<file path="src/rtl/decode_serializer_p_pkg.sv">
// Shared types and RISC-V field offsets for the serializing decode stage.
package decode_serializer_p_pkg;

  typedef enum logic [1:0] {
    OP_SEL_IMM   = 2'd0,
    OP_SEL_REG   = 2'd1,
    OP_SEL_PC    = 2'd2,
    OP_SEL_ADDER = 2'd3
  } op_sel_e;

  typedef enum logic {
    ADD_SEL_REG = 1'b0,
    ADD_SEL_PC  = 1'b1
  } add_sel_e;

  typedef enum logic {
    SER_IDLE = 1'b0,
    SER_BUSY = 1'b1
  } ser_state_e;

  localparam int REG_FIELD_W = 5;
  localparam int RD_LSB      = 7;
  localparam int RS1_LSB     = 15;
  localparam int RS2_LSB     = 20;

  // Beat index width; a single-beat operand still carries a 1-bit index.
  function automatic int idx_width(input int nbeats);
    if (nbeats > 1) begin
      return $clog2(nbeats);
    end else begin
      return 1;
    end
  endfunction

endpackage

</file>
<file path="src/rtl/decode_serializer_p_if.sv">
// Beat stream from the decode serializer to the narrow execute datapath.
interface decode_serializer_p_if #(
  parameter int DATA_W = 32,
  parameter int DP_W   = 16
) ();
  import decode_serializer_p_pkg::*;

  localparam int NBEATS = DATA_W / DP_W;
  localparam int IDX_W  = idx_width(NBEATS);

  logic              out_valid;
  logic              out_ready;
  logic [DP_W-1:0]   beat;
  logic [IDX_W-1:0]  beat_idx;
  logic              first_beat;
  logic              last_beat;

  modport master (
    output out_valid, beat, beat_idx, first_beat, last_beat,
    input  out_ready
  );

  modport slave (
    input  out_valid, beat, beat_idx, first_beat, last_beat,
    output out_ready
  );

endinterface

</file>
<file path="src/rtl/decode_serializer_p_slice_mux.sv">
// Combinational beat-counter/order to operand-slice selector (module slice_mux_p).
module slice_mux_p
  import decode_serializer_p_pkg::*;
#(
  parameter int DATA_W = 32,
  parameter int DP_W   = 16
) (
  input  logic [DATA_W-1:0]                 data,
  input  logic [idx_width(DATA_W/DP_W)-1:0] cnt,
  input  logic                              msb_first,
  output logic [DP_W-1:0]                   slice,
  output logic [idx_width(DATA_W/DP_W)-1:0] idx
);

  localparam int NBEATS = DATA_W / DP_W;
  localparam int IDX_W  = idx_width(NBEATS);

  logic [IDX_W-1:0] idx_s;

  // Map transfer position to slice index according to beat order
  always_comb begin
    idx_s = cnt;
    if (msb_first) begin
      idx_s = IDX_W'(NBEATS - 1) - cnt;
    end else begin
      idx_s = cnt;
    end
  end

  assign idx   = idx_s;
  assign slice = DP_W'(data >> (int'(idx_s) * DP_W));

endmodule

</file>
<file path="src/rtl/decode_serializer_p.sv">
// Serializing decode stage: latches one instruction's operand/address, streams DP_W beats.
// Optional macro DEC_SER_BACK2BACK_EN allows a new capture on the last beat (no bubble).
module decode_serializer_p
  import decode_serializer_p_pkg::*;
#(
  parameter int DATA_W = 32,
  parameter int DP_W   = 16
) (
  input  logic                   clk,
  input  logic                   rst,
  input  logic                   in_valid_i,
  output logic                   in_ready_o,
  input  logic [31:0]            inst_i,
  input  logic [DATA_W-1:0]      pc_i,
  input  logic [DATA_W-1:0]      reg1_i,
  input  logic [DATA_W-1:0]      imm_i,
  input  logic [1:0]             op_sel_i,
  input  logic                   add_sel_i,
  input  logic                   msb_first_i,
  input  logic                   hazard_i,
  decode_serializer_p_if.master  out_if,
  output logic [DATA_W-1:0]      addr_o,
  output logic [4:0]             rd_o,
  output logic [4:0]             rs1_o,
  output logic [4:0]             rs2_o
);

  localparam int NBEATS = DATA_W / DP_W;
  localparam int IDX_W  = idx_width(NBEATS);
  localparam logic [IDX_W-1:0] LAST_CNT = IDX_W'(NBEATS - 1);

  if ((DATA_W % DP_W) != 0) begin : g_width_err
    $error("DATA_W must be a multiple of DP_W");
  end
  if ((NBEATS < 1) || (NBEATS > 32)) begin : g_nbeats_err
    $error("DATA_W/DP_W must lie in 1..32");
  end

  ser_state_e                state_r, state_s;
  logic [IDX_W-1:0]          cnt_r, cnt_s;
  logic [DATA_W-1:0]         operand_r, addr_r;
  logic [REG_FIELD_W-1:0]    rd_r, rs1_r, rs2_r;
  logic                      msb_r;

  logic [DATA_W-1:0]         sum_s, operand_s;
  logic                      busy_s, valid_s, last_s, advance_s, ready_s, capture_s;
  logic [DP_W-1:0]           slice_s;
  logic [IDX_W-1:0]          idx_s;
  logic                      unused_inst_s;

  assign unused_inst_s = ^{inst_i[RD_LSB-1:0], inst_i[RS1_LSB-1:RD_LSB+REG_FIELD_W],
                           inst_i[31:RS2_LSB+REG_FIELD_W]};

  // Address adder and operand source selection
  always_comb begin
    sum_s     = reg1_i + imm_i;
    operand_s = imm_i;
    if (add_sel_e'(add_sel_i) == ADD_SEL_PC) begin
      sum_s = pc_i + imm_i;
    end else begin
      sum_s = reg1_i + imm_i;
    end
    case (op_sel_e'(op_sel_i))
      OP_SEL_IMM:   operand_s = imm_i;
      OP_SEL_REG:   operand_s = reg1_i;
      OP_SEL_PC:    operand_s = pc_i;
      OP_SEL_ADDER: operand_s = sum_s;
      default:      operand_s = imm_i;
    endcase
  end

  // Handshake qualifiers for both channels
  always_comb begin
    busy_s    = (state_r == SER_BUSY);
    valid_s   = busy_s && !hazard_i;
    last_s    = (cnt_r == LAST_CNT);
    advance_s = valid_s && out_if.out_ready;
    ready_s   = 1'b0;
    if (!busy_s) begin
      ready_s = 1'b1;
    end else begin
`ifdef DEC_SER_BACK2BACK_EN
      ready_s = last_s && advance_s;
`else
      ready_s = 1'b0;
`endif
    end
    capture_s = in_valid_i && ready_s && !hazard_i;
  end

  // Next-state and beat counter
  always_comb begin
    state_s = state_r;
    cnt_s   = cnt_r;
    case (state_r)
      SER_IDLE: begin
        if (capture_s) begin
          state_s = SER_BUSY;
          cnt_s   = {IDX_W{1'b0}};
        end else begin
          state_s = SER_IDLE;
          cnt_s   = cnt_r;
        end
      end
      SER_BUSY: begin
        if (advance_s && !last_s) begin
          cnt_s = cnt_r + IDX_W'(1);
        end else if (advance_s && capture_s) begin
          state_s = SER_BUSY;
          cnt_s   = {IDX_W{1'b0}};
        end else if (advance_s) begin
          state_s = SER_IDLE;
          cnt_s   = {IDX_W{1'b0}};
        end else begin
          state_s = SER_BUSY;
          cnt_s   = cnt_r;
        end
      end
      default: begin
        state_s = SER_IDLE;
        cnt_s   = {IDX_W{1'b0}};
      end
    endcase
  end

  // State, counter and latched instruction data
  always_ff @(posedge clk) begin
    if (rst) begin
      state_r   <= SER_IDLE;
      cnt_r     <= {IDX_W{1'b0}};
      operand_r <= {DATA_W{1'b0}};
      addr_r    <= {DATA_W{1'b0}};
      rd_r      <= {REG_FIELD_W{1'b0}};
      rs1_r     <= {REG_FIELD_W{1'b0}};
      rs2_r     <= {REG_FIELD_W{1'b0}};
      msb_r     <= 1'b0;
    end else begin
      state_r <= state_s;
      cnt_r   <= cnt_s;
      if (capture_s) begin
        operand_r <= operand_s;
        addr_r    <= sum_s;
        rd_r      <= inst_i[RD_LSB  +: REG_FIELD_W];
        rs1_r     <= inst_i[RS1_LSB +: REG_FIELD_W];
        rs2_r     <= inst_i[RS2_LSB +: REG_FIELD_W];
        msb_r     <= msb_first_i;
      end
    end
  end

  slice_mux_p #(.DATA_W(DATA_W), .DP_W(DP_W)) u_slice_mux (
    .data      (operand_r),
    .cnt       (cnt_r),
    .msb_first (msb_r),
    .slice     (slice_s),
    .idx       (idx_s)
  );

  // Everything is forced quiet while reset is held
  assign in_ready_o        = ready_s && !rst;
  assign out_if.out_valid  = valid_s && !rst;
  assign out_if.beat       = rst ? {DP_W{1'b0}} : slice_s;
  assign out_if.beat_idx   = rst ? {IDX_W{1'b0}} : idx_s;
  assign out_if.first_beat = valid_s && !rst && (cnt_r == {IDX_W{1'b0}});
  assign out_if.last_beat  = valid_s && !rst && last_s;
  assign addr_o            = rst ? {DATA_W{1'b0}} : addr_r;
  assign rd_o              = rst ? {REG_FIELD_W{1'b0}} : rd_r;
  assign rs1_o             = rst ? {REG_FIELD_W{1'b0}} : rs1_r;
  assign rs2_o             = rst ? {REG_FIELD_W{1'b0}} : rs2_r;

endmodule

</file>
<file path="src/flat_wrapper.sv">
// flat-port wrapper written by rule: the top's interface ports become plain ports
module decode_serializer_p_flat import decode_serializer_p_pkg::*;
#(
  parameter int DATA_W = 32,
  parameter int DP_W   = 16
)
  (clk, rst, in_valid_i, in_ready_o, inst_i, pc_i, reg1_i, imm_i, op_sel_i, add_sel_i, msb_first_i, hazard_i, addr_o, rd_o, rs1_o, rs2_o, out_if_out_valid, out_if_beat, out_if_beat_idx, out_if_first_beat, out_if_last_beat, out_if_out_ready);
  decode_serializer_p_if #(.DATA_W(DATA_W), .DP_W(DP_W)) out_if_i ();
  input  logic clk;
  input  logic rst;
  input  logic in_valid_i;
  output logic in_ready_o;
  input  logic [31:0] inst_i;
  input  logic [DATA_W-1:0] pc_i;
  input  logic [DATA_W-1:0] reg1_i;
  input  logic [DATA_W-1:0] imm_i;
  input  logic [1:0] op_sel_i;
  input  logic add_sel_i;
  input  logic msb_first_i;
  input  logic hazard_i;
  output logic [DATA_W-1:0] addr_o;
  output logic [4:0] rd_o;
  output logic [4:0] rs1_o;
  output logic [4:0] rs2_o;
  output wire logic [$bits(out_if_i.out_valid)-1:0] out_if_out_valid;
  output wire logic [$bits(out_if_i.beat)-1:0] out_if_beat;
  output wire logic [$bits(out_if_i.beat_idx)-1:0] out_if_beat_idx;
  output wire logic [$bits(out_if_i.first_beat)-1:0] out_if_first_beat;
  output wire logic [$bits(out_if_i.last_beat)-1:0] out_if_last_beat;
  input wire logic [$bits(out_if_i.out_ready)-1:0] out_if_out_ready;
  assign out_if_out_valid = out_if_i.out_valid;
  assign out_if_beat = out_if_i.beat;
  assign out_if_beat_idx = out_if_i.beat_idx;
  assign out_if_first_beat = out_if_i.first_beat;
  assign out_if_last_beat = out_if_i.last_beat;
  assign out_if_i.out_ready = out_if_out_ready;
  decode_serializer_p #(.DATA_W(DATA_W), .DP_W(DP_W)) u_core (.clk(clk), .rst(rst), .in_valid_i(in_valid_i), .in_ready_o(in_ready_o), .inst_i(inst_i), .pc_i(pc_i), .reg1_i(reg1_i), .imm_i(imm_i), .op_sel_i(op_sel_i), .add_sel_i(add_sel_i), .msb_first_i(msb_first_i), .hazard_i(hazard_i), .out_if(out_if_i), .addr_o(addr_o), .rd_o(rd_o), .rs1_o(rs1_o), .rs2_o(rs2_o));
endmodule
</file>
<file path="config.mk">
export PLATFORM = sky130hd
export DESIGN_NAME = decode_serializer_p_flat
export DESIGN_NICKNAME = d
export VERILOG_FILES = /design/src/rtl/decode_serializer_p_pkg.sv /design/src/rtl/decode_serializer_p_if.sv /design/src/rtl/decode_serializer_p_slice_mux.sv /design/src/rtl/decode_serializer_p.sv /design/src/flat_wrapper.sv
export SDC_FILE = /design/constraint.sdc
export NUM_CORES = 1
export LEC_CHECK = 0
export BUFFER_PORTS_ARGS = -buffer_cell sky130_fd_sc_hd__buf_2
export CORE_MARGIN = 3
export CORE_UTILIZATION = 47
export DETAILED_ROUTE_END_ITERATION = 10
export PLACE_DENSITY = 0.78
export RECOVER_POWER = 50
export SLEW_MARGIN = 20
export SYNTH_ARGS = -nofsm -noshare
export SYNTH_HDL_FRONTEND = slang
export SYNTH_SLANG_ARGS = --single-unit
</file>
<file path="constraint.sdc">
create_clock -name clk -period 3.6 [get_ports clk]
set_input_delay 0.36 -clock clk [delete_from_list [all_inputs] [get_ports clk]]
set_output_delay 0.36 -clock clk [all_outputs]
set_load 0.05 [all_outputs]
</file>
# After elaboration in Yosys (flattened, before gate mapping)
# Index checks and enable logic that the tools add are counted.
# W data, S select, Z words.
op_classes:
  n_reduce_logical: 15
  n_addsub: 4
  shift: 1
  bitwise_logic: 2
  muxes: 20
  n_eq_ne: 5
ops:
  columns: ["operator", "count"]
  rows:
  - ["$pmux W32 S4", 1]
  - ["$add A32 B32 Y32", 2]
  - ["$mux W32", 2]
  - ["$shr A32 B5 Y16", 1]
  - ["$mux W16", 1]
  - ["$mux W5", 3]
  - ["$mux W1", 11]
  - ["$logic_and A1 B1 Y1", 10]
  - ["$eq A2 B2 Y1 const B", 2]
  - ["$ne A4 B4 Y1 const B", 1]
  - ["$pmux W1 S2", 2]
  - ["$logic_not A1 Y1", 3]
  - ["$eq A2 B1 Y1 const B", 1]
  - ["$logic_not A2 Y1", 1]
  - ["$ne A2 B1 Y1 const B", 1]
  - ["$not A1 Y1", 2]
  - ["$reduce_and A2 Y1", 1]
  - ["$add A1 B1 Y1 const B", 1]
  - ["$sub A1 B1 Y1 const A", 1]
word_totals:
  reg_bits: 82
  out_inout_bits: 68

# Longest topological paths before layout
# Gate-level depths: netlist of run 1.
depth:
  word_depth: 7
  ltp_mapped: 14
  depth_no_buf: 12

# Modules after synthesis
# A second synthesis of run 1 with hierarchy kept.
hier_totals:
  hier_cells: 739
  area_unflattened_um2: 6336.1
modules_own_cells:
  columns: ["module", "area_each_um2", "n_inst", "cells_each"]
  rows:
  - ["decode_serializer_p", 6079.6, 1, 720]
  - ["slice_mux_p", 256.5, 1, 19]

# Least setup slack after synthesis of run 1
# No wires, ideal clock.
synth_timing:
  path_kind: "input-to-reg"
  start: "input add_sel_i"
  end: "register u_core.operand_r[26]"
  cell_stages: 14
  required_ns: 3.514
  slack_ns: -0.220
  setup_ns: 0.086
  arrival_ns: 3.735
  path_cell_list: "clkbuf_1 -> clkbuf_1 -> mux2_2 -> ha_1 -> fa_1 -> a211o_1 -> a21oi_1 -> a21o_1 -> o21ai_1 -> a221o_2 -> a21oi_2 -> mux2i_1 -> o21ai_0 -> a211oi_1"
synth_via:
  elab_chain_len: 2
synth_rtl:
  columns: ["item", "line", "rtl"]
  rows:
  - ["start: declaration", "flat_wrapper.sv:18", "input logic add_sel_i;"]
  - ["$mux W32", "decode_serializer_p.sv:58", "if (add_sel_e'(add_sel_i) == ADD_SEL_PC) begin"]
  - ["$pmux W32 S4", "decode_serializer_p.sv:63", "case (op_sel_e'(op_sel_i))"]
  - ["end signal: assignment", "decode_serializer_p.sv:131", "operand_r <= {DATA_W{1'b0}};"]
  - ["end signal: assignment", "decode_serializer_p.sv:141", "operand_r <= operand_s;"]
  - ["end: declaration", "decode_serializer_p.sv:41", "logic [DATA_W-1:0] operand_r, addr_r;"]
# Every way passes these cells.
# A chain may end at the register's enable or synchronous reset.

==> results.tsv, run 1 <==
stage	metric	value	unit
run_status	status	complete, but fails checks	
run_status	failing checks	max-capacitance violations, max-slew violations	
sta	Worst Max-Slew Pin Slew	1.67	ns
setup_path	Max Fanout on Critical Path	71	
power_and_ir_drop	sequential power share	33.9	%
sta	Fin Setup TNS	0	ns
routing	final WL	19700	um
synth	Post-Syn Area	6270	um2
hold_path	Hold Crit Class	primary input to register	
place	GPL Wtd Cong	0.939	
clock_tree	clock sinks	82	
global_route	first-pass GRT wire length	30800	um
clock_tree	clock-pin slew on the worst setup and hold paths	0.07	ns
global_route	initial antenna violation count	1	
clock_tree	clk buf depth	2	
clock_tree	Post-CTS Hold Fix Bufs	0	
sta	fin. max-slew vios	22	
synth	Yosys cell types	66	
routing	Avg Vias per Cell	5.78	
cells_and_area	final core utilization	60.2	%
routing	via count	6509	
sta	RSZ-0062 raised after global routing	no	
synth	FF+latch count, synth	82	
setup_path	CP endpoint kind	register	
setup_path	startpoint class of the critical path	primary input	
floorplanning	die height	122	um
cells_and_area	area grow syn2layout	23.1	%
place	HPWL Detailed	15000	um
floorplanning	Rows	41	
routing	DRC	0	
sta	min cycle time layout	3.33	ns
cells_and_area	commonest non-fill, non-tap cell in the layout	buf_2	
power_and_ir_drop	Clk pwr share	28.5	%
place	worst slack, placed	-0.0104	ns
clock_tree	TritonCTS buffer count	9	
cells_and_area	# nets final	1118	
sta	Hold Vio Cnt, Final	0	
routing	Routed WL per cell	17.5	um
setup_path	Critical Path Max Stage Delay	1.57	ns
clock_tree	clk root buf	clkbuf_16	
synth	Post-synth EDFFs	0	
floorplanning	Floorplan Core Area	12800	um2
setup_path	Arr. time, crit path	3.63	ns
setup_path	Slowest cell on crit path	nor2_1	
hold_path	Hold Path Cell Cnt	2	
floorplanning	die area	14800	um2
setup_path	Reg2Reg Setup Slack	0.72	ns
synth	dominant cells by area after synthesis	dfxtp_1 (26%), nand2_1 (7.6%), mux2_2 (7.5%), ha_1 (6.2%), a21oi_1 (5.9%)	
sta	Max-slew headroom	-11.9	%
synth	Ys Warns	0	
synth	post-synth top area share	26.2	%
floorplanning	Top Ports	205	
clock_tree	post-CTS setup buffers	0	
setup_path	Critical Path Start	rst	
synth	asr flop ratio synth	0	%
sta	Clock Skew	0.00866	ns
global_route	overall global routing resource usage	26.2	%
setup_path	worst r2r path cells	6	
clock_tree	cts repair resizes	0	
hold_path	Min-Delay Endpoint	u_core.rs2_r[3]$_SDFFE_PP0P_	
clock_tree	CTS tree	yes	
floorplanning	Die Wd	122	um
global_route	number of global-route vias before repair	6172	
sta	period utilisation layout	92.6	%
synth	Synth Instances	762	
cells_and_area	layout cells sized above 1	28.4	%
power_and_ir_drop	total power divided by cell area	386	nW/um2
power_and_ir_drop	Worst VDD drop	0.000246	V
sta	Fmax	300	MHz
synth	syn avg cell area	8.23	um2
run	Max Cap Viol	1	
cells_and_area	commonest non-fill, non-tap cells in the layout	buf_2 (139), nand2_1 (126), dfxtp_1 (82)	
clock_tree	CTS H-tree depth	3	
power_and_ir_drop	Leak Pwr	3.33	nW
routing	Initial DRC Count	458	
clock_tree	clk_lat worst skew	0.35	ns
synth	largest area contributor in the netlist	dfxtp_1	
setup_path	reg2reg start	u_core.busy_s$_SDFF_PP0_	
place	I/O Buffers	187	
setup_path	R2R Path End	u_core.operand_r[22]$_SDFFE_PP0P_	
setup_path	sequence of cells on the critical path	clkbuf_2 > nor2_1 > o221ai_1 > a21oi_1 > a21o_1	
synth	Post-Syn Nets	931	
power_and_ir_drop	Internal	1.91	mW
power_and_ir_drop	Net Switching	1.06	mW
synth	Seq/Total Area, Yosys	26.2	%
floorplanning	initial core utilization	48.9	%
routing	first-pass detailed-route iteration total	5	
setup_path	critical path required time	3.89	ns
setup_path	Worst Setup Path Type	primary input to register	
sta	final setup violation count	0	
global_route	pin count of the biggest net entering global routing	72	
routing	Antenna Nets Post-Route	0	
power_and_ir_drop	Sw Share	35.7	%
synth	top_reg_cell synth	dfxtp_1	
power_and_ir_drop	Comb pwr share	37.6	%
global_route	GRT Residual Overflow	0	
sta	final setup margin	0.267	ns
hold_path	hold path startpoint	inst_i[23]	
sequential cells by signal, indices dropped and copies added, names as in the netlist:
register          cells
u_core.busy_s         1
u_core.rs1_r          5
u_core.rs2_r          5
u_core.operand_r     32
u_core.cnt_r          1
u_core.addr_r        32
u_core.msb_r          1
u_core.rd_r           5
per-stage QoR:
step / hold slack [ns] / cell area (um2) / instances / power (mW)
after floorplan: 0.425 / 6280 / 762 / 1.78
after global placement: 0.436 / 7520 / 1110 / 2.13
after detailed placement: 0.440 / 7520 / 1110 / 2.14
after CTS: 0.233 / 7790 / 1126 / 2.99
after global routing: 0.246 / 7720 / 1127 / 3.14
final: 0.243 / 7720 / 1127 / 2.98
power groups by stage:
stage / Combinational, mW / Sequential [mW] / Clock (mW)
CTS: 1.12 / 1.01 / 0.862
floorplan: 0.767 / 1.02 / 0
global route: 1.22 / 1.02 / 0.900
detailed placement: 1.11 / 1.03 / 0
global placement: 1.10 / 1.03 / 0
finish: 1.12 / 1.01 / 0.848
cells in the mapped netlist (9+ instances only):
cell type,n
a211oi_1,12
a21o_1,22
a21oi_1,74
a31oi_1,9
buf_1,9
clkbuf_1,41
dfxtp_1,82
ha_1,31
mux2_2,42
mux2i_1,10
mux4_2,15
nand2_1,127
nor2_1,24
nor2b_1,53
nor3_1,10
o21ai_0,34
o221ai_1,9
o22a_1,19
xnor2_1,13
xor2_1,15
cell families (layout without fill, tap and decap cells):
| kind of cell | Yosys count | after routing | synth area share [%] |
|---|---|---|---|
| flip-flops | 82 | 82 | 26.2 |
| buffers and inverters | 65 | 257 | 4.61 |
| other | 0 | 1 | 0 |
| adder cells (fa/ha/maj) | 32 | 32 | 6.51 |
| AND/OR/NAND/NOR | 256 | 256 | 19.8 |
| XOR/XNOR | 28 | 28 | 3.91 |
| AO/OA/AOI/OAI | 232 | 232 | 24.5 |
| multiplexers | 67 | 67 | 14.5 |
layer usage:
metal / up-vias / part of all wire (%) / global-route usage [%]
met1: 3054 / 43 / 34.3
met5: - / 0 / 0
met4: 0 / 2.7 / 10.1
met2: 265 / 47 / 43.7
li1: 3154 / - / -
met3: 36 / 7.1 / 3.82
area by class of cell:
type,count,area [um2]
Antenna cell,1,2.50
Sequential cell,82,1640
Multi-Input combinational cell,615,4340
Inverter,7,26.3
Timing Repair Buffer,234,1220
Tap cell,172,215
Clock inverter,4,28.8
Clock buffer,12,236
Fill cell,1203,5110
worst max-delay path by stage:
| stage | end | slack (ns) |
|---|---|---|
| after floorplan | u_core.operand_r[26]$_SDFFE_PP0P_ | -0.03 |
| after global placement | u_core.operand_r[26]$_SDFFE_PP0P_ | 0.02 |
| after detailed placement | u_core.operand_r[15]$_SDFFE_PP0P_ | -0.01 |
| after CTS | u_core.operand_r[15]$_SDFFE_PP0P_ | 0.34 |
| after global routing | u_core.operand_r[22]$_SDFFE_PP0P_ | 0.05 |
| final | u_core.operand_r[22]$_SDFFE_PP0P_ | 0.27 |
worst max-delay path: cells and delay by family:
family	cells	cell delay (ns)
buffers and inverters	1	0.70
AND/OR/NAND/NOR	1	1.57
AO/OA/AOI/OAI	3	0.97
Note: power is estimated with default switching activity, not from simulation.
==> run 2, diff against run 1 <==
--- a/config.mk
+++ b/config.mk
@@ -6,10 +6,11 @@
 export NUM_CORES = 1
 export LEC_CHECK = 0
 export BUFFER_PORTS_ARGS = -buffer_cell sky130_fd_sc_hd__buf_2
+export CORE_ASPECT_RATIO = 1.1
 export CORE_MARGIN = 3
-export CORE_UTILIZATION = 47
+export CORE_UTILIZATION = 30
 export DETAILED_ROUTE_END_ITERATION = 10
-export PLACE_DENSITY = 0.78
+export PLACE_DENSITY = 0.54
 export RECOVER_POWER = 50
 export SLEW_MARGIN = 20
 export SYNTH_ARGS = -nofsm -noshare
==> run 2 against run 1 <==
The run now ends clean. Hold slack lost 0.010 ns. Non-clock buffer count grew 18. First-iteration DRC count shrank 48%. Fmax shrank 2.8%. Largest power group unchanged. Clock skew shrank 0.0015 ns. Largest cell class unchanged. Core utilization shrank 21 points.
==> results.tsv, run 2 (synthesis gave the netlist of run 1 again) <==
stage	metric	value	unit	change
routing	Initial DRC Count	240		-48%
clock_tree	TritonCTS buffer count	9		unchanged
sta	Fin Setup TNS	0	ns	unchanged
sta	final setup violation count	0		unchanged
routing	Antenna Nets Post-Route	0		unchanged
floorplanning	Top Ports	205		unchanged
sta	Max-slew headroom	2.37	%	+14 points
setup_path	critical path required time	3.84	ns	-0.05 ns
global_route	number of global-route vias before repair	6186		+0.23%
floorplanning	Rows	54		+32%
setup_path	worst r2r path cells	6		unchanged
routing	first-pass detailed-route iteration total	5		unchanged
power_and_ir_drop	Comb pwr share	37.7	%	about the same
cells_and_area	commonest non-fill, non-tap cell in the layout	buf_2		
routing	Avg Vias per Cell	5.19		-10%
sta	fin. max-slew vios	0		-100%
power_and_ir_drop	Internal	1.95	mW	+2.0%
place	HPWL Detailed	17200	um	+15%
clock_tree	CTS H-tree depth	3		unchanged
global_route	GRT Residual Overflow	0		unchanged
setup_path	CP endpoint kind	register		
clock_tree	clk buf depth	2		unchanged
floorplanning	initial core utilization	31.0	%	-18 points
run	Max Cap Viol	0		-1
clock_tree	CTS tree	yes		
power_and_ir_drop	Leak Pwr	3.43	nW	+3.1%
cells_and_area	# nets final	1136		+1.6%
cells_and_area	Final Instance Count excl. Fillers	1225		+8.7%
setup_path	startpoint class of the critical path	primary input		
global_route	first-pass GRT wire length	33200	um	+7.8%
cells_and_area	commonest non-fill, non-tap cells in the layout	buf_2 (138), nand2_1 (126), dfxtp_1 (82)		
hold_path	Hold Path Cell Cnt	2		unchanged
clock_tree	clk_lat worst skew	0.35	ns	about the same
routing	DRC	0		unchanged
setup_path	Max Fanout on Critical Path	19		-73%
clock_tree	post-CTS setup buffers	0		unchanged
sta	Hold Slack	0.233	ns	-0.0103 ns
power_and_ir_drop	total power divided by cell area	386	nW/um2	about the same
power_and_ir_drop	Clk pwr share	29.5	%	+1.0 points
sta	Worst Max-Slew Pin Slew	1.46	ns	-0.208 ns
cells_and_area	Final Cell Area	7980	um2	+3.4%
floorplanning	Floorplan Core Area	20200	um2	+58%
cells_and_area	largest registers	u_core.addr_r x32, u_core.operand_r x32		
global_route	initial antenna violation count	1		unchanged
clock_tree	clock-pin slew on the worst setup and hold paths	0.07	ns	about the same
sta	RSZ-0062 raised after global routing	no		
routing	final WL	22000	um	+12%
routing	Routed WL per cell	18.0	um	+2.8%
place	placed insts	1208		+8.8%
global_route	overall global routing resource usage	18.8	%	-7.4 points
cells_and_area	layout cells sized above 1	29.8	%	+1.4 points
clock_tree	cts repair resizes	0		unchanged
sta	min cycle time layout	3.43	ns	+0.0957 ns
sta	Hold Vio Cnt, Final	0		unchanged
floorplanning	die area	22700	um2	+54%
routing	via count	6361		-2.3%
place	DP Area	7760	um2	+3.1%
clock_tree	clock sinks	82		unchanged
floorplanning	die height	158	um	+30%
place	GPL Wtd Cong	0.920		-2.0%
setup_path	Arr. time, crit path	3.67	ns	+0.04 ns
clock_tree	clk root buf	clkbuf_16		
setup_path	Worst Setup Path Type	primary input to register		
clock_tree	Post-CTS Hold Fix Bufs	0		unchanged
place	I/O Buffers	187		unchanged
power_and_ir_drop	Net Switching	1.13	mW	+6.2%
sta	Fmax	292	MHz	-2.8%
hold_path	Hold Crit Class	primary input to register		
run_status	status	complete, no violations		
power_and_ir_drop	sequential power share	32.7	%	-1.2 points
sta	Clock Skew	0.00716	ns	-0.00150 ns
cells_and_area	area grow syn2layout	27.3	%	
sta	period utilisation layout	95.2	%	+2.7 points
power_and_ir_drop	Sw Share	36.7	%	+0.92 points
floorplanning	Die Wd	144	um	+18%
global_route	pin count of the biggest net entering global routing	73		+1.4%
power_and_ir_drop	Worst VDD drop	0.000181	V	-27%
cells_and_area	final core utilization	39.5	%	-21 points
-- run 2: metrics by stage --
| step | setup slack [ns] | power (mW) |
|---|---|---|
| 6_report | 0.171 | 3.08 |
| 5_1_grt | 0.0207 | 3.26 |
| 3_3_place_gp | -0.169 | 2.19 |
| 2_1_floorplan | -0.0341 | 1.78 |
| 3_5_place_dp | -0.191 | 2.20 |
| 4_1_cts | 0.186 | 3.11 |
-- run 2: path summary, 6_finish.rpt --
path                                                     start                                 to  slack (ns)
worst max-delay path                                 add_sel_i  u_core.operand_r[23]$_SDFFE_PP0P_        0.17
worst min-delay path                                inst_i[23]       u_core.rs2_r[3]$_SDFFE_PP0P_        0.23
worst max register to register        u_core.busy_s$_SDFF_PP0_  u_core.operand_r[20]$_SDFFE_PP0P_        1.03
worst min register to register  u_core.addr_r[27]$_SDFFE_PP0P_     u_core.addr_r[27]$_SDFFE_PP0P_        0.45
-- run 2: final cells by class --
class                      count  area, um2
multi-input combinational    615       4350
fill                        2136      12200
clock buffer                   9        225
inverter                       7       26.3
tap                          252        315
timing repair buffer         252       1360
clock inverter                 7       58.8
sequential                    82       1640
antenna                        1       2.50
-- run 2: layer usage --
metal	track usage [%]	wire (um)	up-vias
met5	0	0	-
met3	3.47	1050	25
met1	24.6	10100	2979
met4	6.23	463	0
li1	-	-	3192
met2	31.1	10400	165
-- run 2: power groups by stage --
stage | Combinational, mW | Clock, mW | Sequential (mW)
floorplan | 0.767 | 0 | 1.02
global placement | 1.16 | 0 | 1.03
detailed placement | 1.17 | 0 | 1.03
CTS | 1.17 | 0.935 | 1.01
global route | 1.27 | 0.971 | 1.02
finish | 1.16 | 0.910 | 1.01
-- run 2: critical path, stage by stage --
cell	delay, ns
buf_2	0.18
buf_4	0.34
mux2_2	0.38
ha_1	0.32
a21o_1	0.21
a21o_1	0.17
a221o_1	0.38
and3_1	0.19
o41a_1	0.44
nor2_1	0.13
xnor2_1	0.19
mux2i_1	0.12
a311oi_1	0.26
==> run 3, diff against run 2 <==
--- a/config.mk
+++ b/config.mk
@@ -5,12 +5,13 @@
 export SDC_FILE = /design/constraint.sdc
 export NUM_CORES = 1
 export LEC_CHECK = 0
-export BUFFER_PORTS_ARGS = -buffer_cell sky130_fd_sc_hd__buf_2
+export BUFFER_PORTS_ARGS = -buffer_cell sky130_fd_sc_hd__clkbuf_2
 export CORE_ASPECT_RATIO = 1.1
 export CORE_MARGIN = 3
-export CORE_UTILIZATION = 30
+export CORE_UTILIZATION = 32
 export DETAILED_ROUTE_END_ITERATION = 10
-export PLACE_DENSITY = 0.54
+export HOLD_SLACK_MARGIN = 0.03
+export PLACE_DENSITY = 0.57
 export RECOVER_POWER = 50
 export SLEW_MARGIN = 20
 export SYNTH_ARGS = -nofsm -noshare
==> run 3 against run 2 <==
Clock skew increased by 0.0027 ns. First-iteration DRC count grew 25%. Count of clock-buffer cells in the layout rose by 1. Flip-flop and latch count is the same. Core utilization is 2.2 points higher. Register-to-register slack gained 0.19 ns. Sequential share of layout area barely moved. Sequential power hardly changed. Clock power up 6.9%. Cell count shrank 0.90%. Setup slack improved by 0.060 ns. Hold slack better by 0.011 ns. Critical endpoint is now u_core.operand_r[31]$_SDFFE_PP0P_.
==> results.tsv, run 3 (synthesis gave the netlist of run 1 again) <==
stage	metric	value	unit	change
routing	Routed WL per cell	17.7	um	-1.7%
routing	final WL	21400	um	-2.6%
setup_path	Max Fanout on Critical Path	4		-15
floorplanning	die area	21300	um2	-6.0%
clock_tree	Post-CTS Hold Fix Bufs	0		unchanged
setup_path	Arr. time, crit path	3.62	ns	-0.05 ns
setup_path	CP endpoint kind	register		
clock_tree	clk buf depth	2		unchanged
floorplanning	Floorplan Core Area	19200	um2	-5.1%
cells_and_area	final core utilization	41.7	%	+2.2 points
sta	fin. max-slew vios	0		unchanged
clock_tree	post-CTS setup buffers	0		unchanged
cells_and_area	# nets final	1131		-0.44%
clock_tree	clock sinks	82		unchanged
clock_tree	clock-pin slew on the worst setup and hold paths	0.07	ns	about the same
routing	Antenna Nets Post-Route	0		unchanged
floorplanning	initial core utilization	32.7	%	+1.7 points
cells_and_area	commonest non-fill, non-tap cells in the layout	clkbuf_2 (141), nand2_1 (127), dfxtp_1 (82)		
power_and_ir_drop	Leak Pwr	3.44	nW	+0.34%
cells_and_area	Final Cell Area	8000	um2	+0.22%
global_route	first-pass GRT wire length	33600	um	+1.2%
sta	period utilisation layout	93.6	%	-1.7 points
place	I/O Buffers	187		unchanged
power_and_ir_drop	Worst VDD drop	0.000205	V	+14%
sta	Clock Skew	0.00991	ns	+0.00275 ns
clock_tree	cts repair resizes	0		unchanged
cells_and_area	area grow syn2layout	27.6	%	
clock_tree	clk_lat worst skew	0.34	ns	about the same
floorplanning	Rows	53		-1.9%
floorplanning	Top Ports	205		unchanged
setup_path	critical path required time	3.85	ns	about the same
sta	Hold Vio Cnt, Final	0		unchanged
routing	via count	6381		+0.31%
hold_path	Hold Crit Class	primary input to register		
setup_path	startpoint class of the critical path	primary input		
sta	Fmax	297	MHz	+1.8%
routing	Initial DRC Count	301		+25%
routing	Avg Vias per Cell	5.26		+1.2%
global_route	pin count of the biggest net entering global routing	92		+26%
sta	RSZ-0062 raised after global routing	no		
floorplanning	Die Wd	139	um	-3.0%
sta	Max-slew headroom	3.56	%	+1.2 points
power_and_ir_drop	total power divided by cell area	394	nW/um2	+2.0%
place	placed insts	1198		-0.83%
global_route	number of global-route vias before repair	6241		+0.89%
clock_tree	clk root buf	clkbuf_16		
cells_and_area	Final Instance Count excl. Fillers	1214		-0.90%
clock_tree	CTS tree	yes		
sta	final setup violation count	0		unchanged
place	GPL Wtd Cong	0.927		+0.75%
place	DP Area	7740	um2	-0.24%
sta	Worst Max-Slew Pin Slew	1.45	ns	-0.0178 ns
setup_path	Worst Setup Path Type	primary input to register		
run_status	status	complete, no violations		
clock_tree	CTS H-tree depth	3		unchanged
cells_and_area	layout cells sized above 1	29.9	%	+0.051 points
cells_and_area	largest registers	u_core.addr_r x32, u_core.operand_r x32		
clock_tree	TritonCTS buffer count	9		unchanged
routing	first-pass detailed-route iteration total	5		unchanged
global_route	overall global routing resource usage	19.6	%	+0.79 points
sta	min cycle time layout	3.37	ns	-0.0596 ns
global_route	initial antenna violation count	0		-1
routing	DRC	0		unchanged
cells_and_area	commonest non-fill, non-tap cell in the layout	clkbuf_2		
global_route	GRT Residual Overflow	0		unchanged
cells_and_area	diode count	0		-1
run	Max Cap Viol	0		unchanged
place	HPWL Detailed	16600	um	-3.4%
floorplanning	die height	153	um	-3.1%
[run 3: changes by cell type in the layout (fill, tap and decap cells not counted), sizes merged]
cell	before	now
bufinv	0	1
clkinv	1	2
diode	1	0
clkbuf	59	197
buf	202	60
inv	12	9
[run 3: area by class of cell]
type | instances | area [um2]
inverter | 7 | 26.3
sequential | 82 | 1640
clock buffer | 10 | 239
tap | 247 | 309
fill | 2017 | 11200
clock inverter | 6 | 72.6
multi-input combinational | 615 | 4360
timing repair buffer | 247 | 1350
[run 3: path summary, 6_finish.rpt]
kind	start	end	slack, ns	depth (start not counted)
setup / recovery	add_sel_i	u_core.operand_r[31]$_SDFFE_PP0P_	0.23	15
setup reg to reg	u_core.busy_s$_SDFF_PP0_	u_core.operand_r[29]$_SDFFE_PP0P_	1.22	6
hold reg to reg	u_core.operand_r[19]$_SDFFE_PP0P_	u_core.operand_r[19]$_SDFFE_PP0P_	0.45	1
hold / removal	inst_i[23]	u_core.rs2_r[3]$_SDFFE_PP0P_	0.24	2
[run 3: routing by layer]
layer	track usage, %	routed length [um]	vias up	part of all wire (%)
li1	-	-	3182	-
met1	26.0	9640	2975	45
met5	0	0	-	0
met2	31.6	9930	190	46
met3	3.17	1100	34	5.1
met4	8.01	786	0	3.7
[run 3: report_power, final]
group          switching, mW  internal [mW]  leakage [nW]  total (mW)
Clock                  0.409          0.564         0.150       0.973
Sequential            0.0314          0.978         0.672        1.01
Combinational          0.671          0.497          2.62        1.17
Total                   1.11           2.04          3.44        3.15
[run 3: critical path, stage by stage]
cell and delay, ns:
buf_2 0.19, buf_4 0.17, mux2_2 0.36, buf_4 0.14, ha_1 0.26, a21oi_1 0.08, o211a_1 0.27, or4b_4 0.55
buf_4 0.16, a21oi_2 0.12, o41a_1 0.20, o21ai_1 0.07, and3b_1 0.23, nand4b_1 0.19, a311oi_1 0.28
[run 3: metrics by stage]
stage / total power, mW / setup slack (ns) / TNS (ns) / hold slack, ns
after detailed placement: 2.20 / -0.203 / -2.52 / 0.439
after floorplan: 1.78 / -0.0341 / -0.0341 / 0.425
after CTS: 3.18 / 0.153 / 0 / 0.234
after global routing: 3.32 / 0.000660 / 0 / 0.233
final: 3.15 / 0.231 / 0 / 0.244
after global placement: 2.19 / -0.183 / -1.82 / 0.437
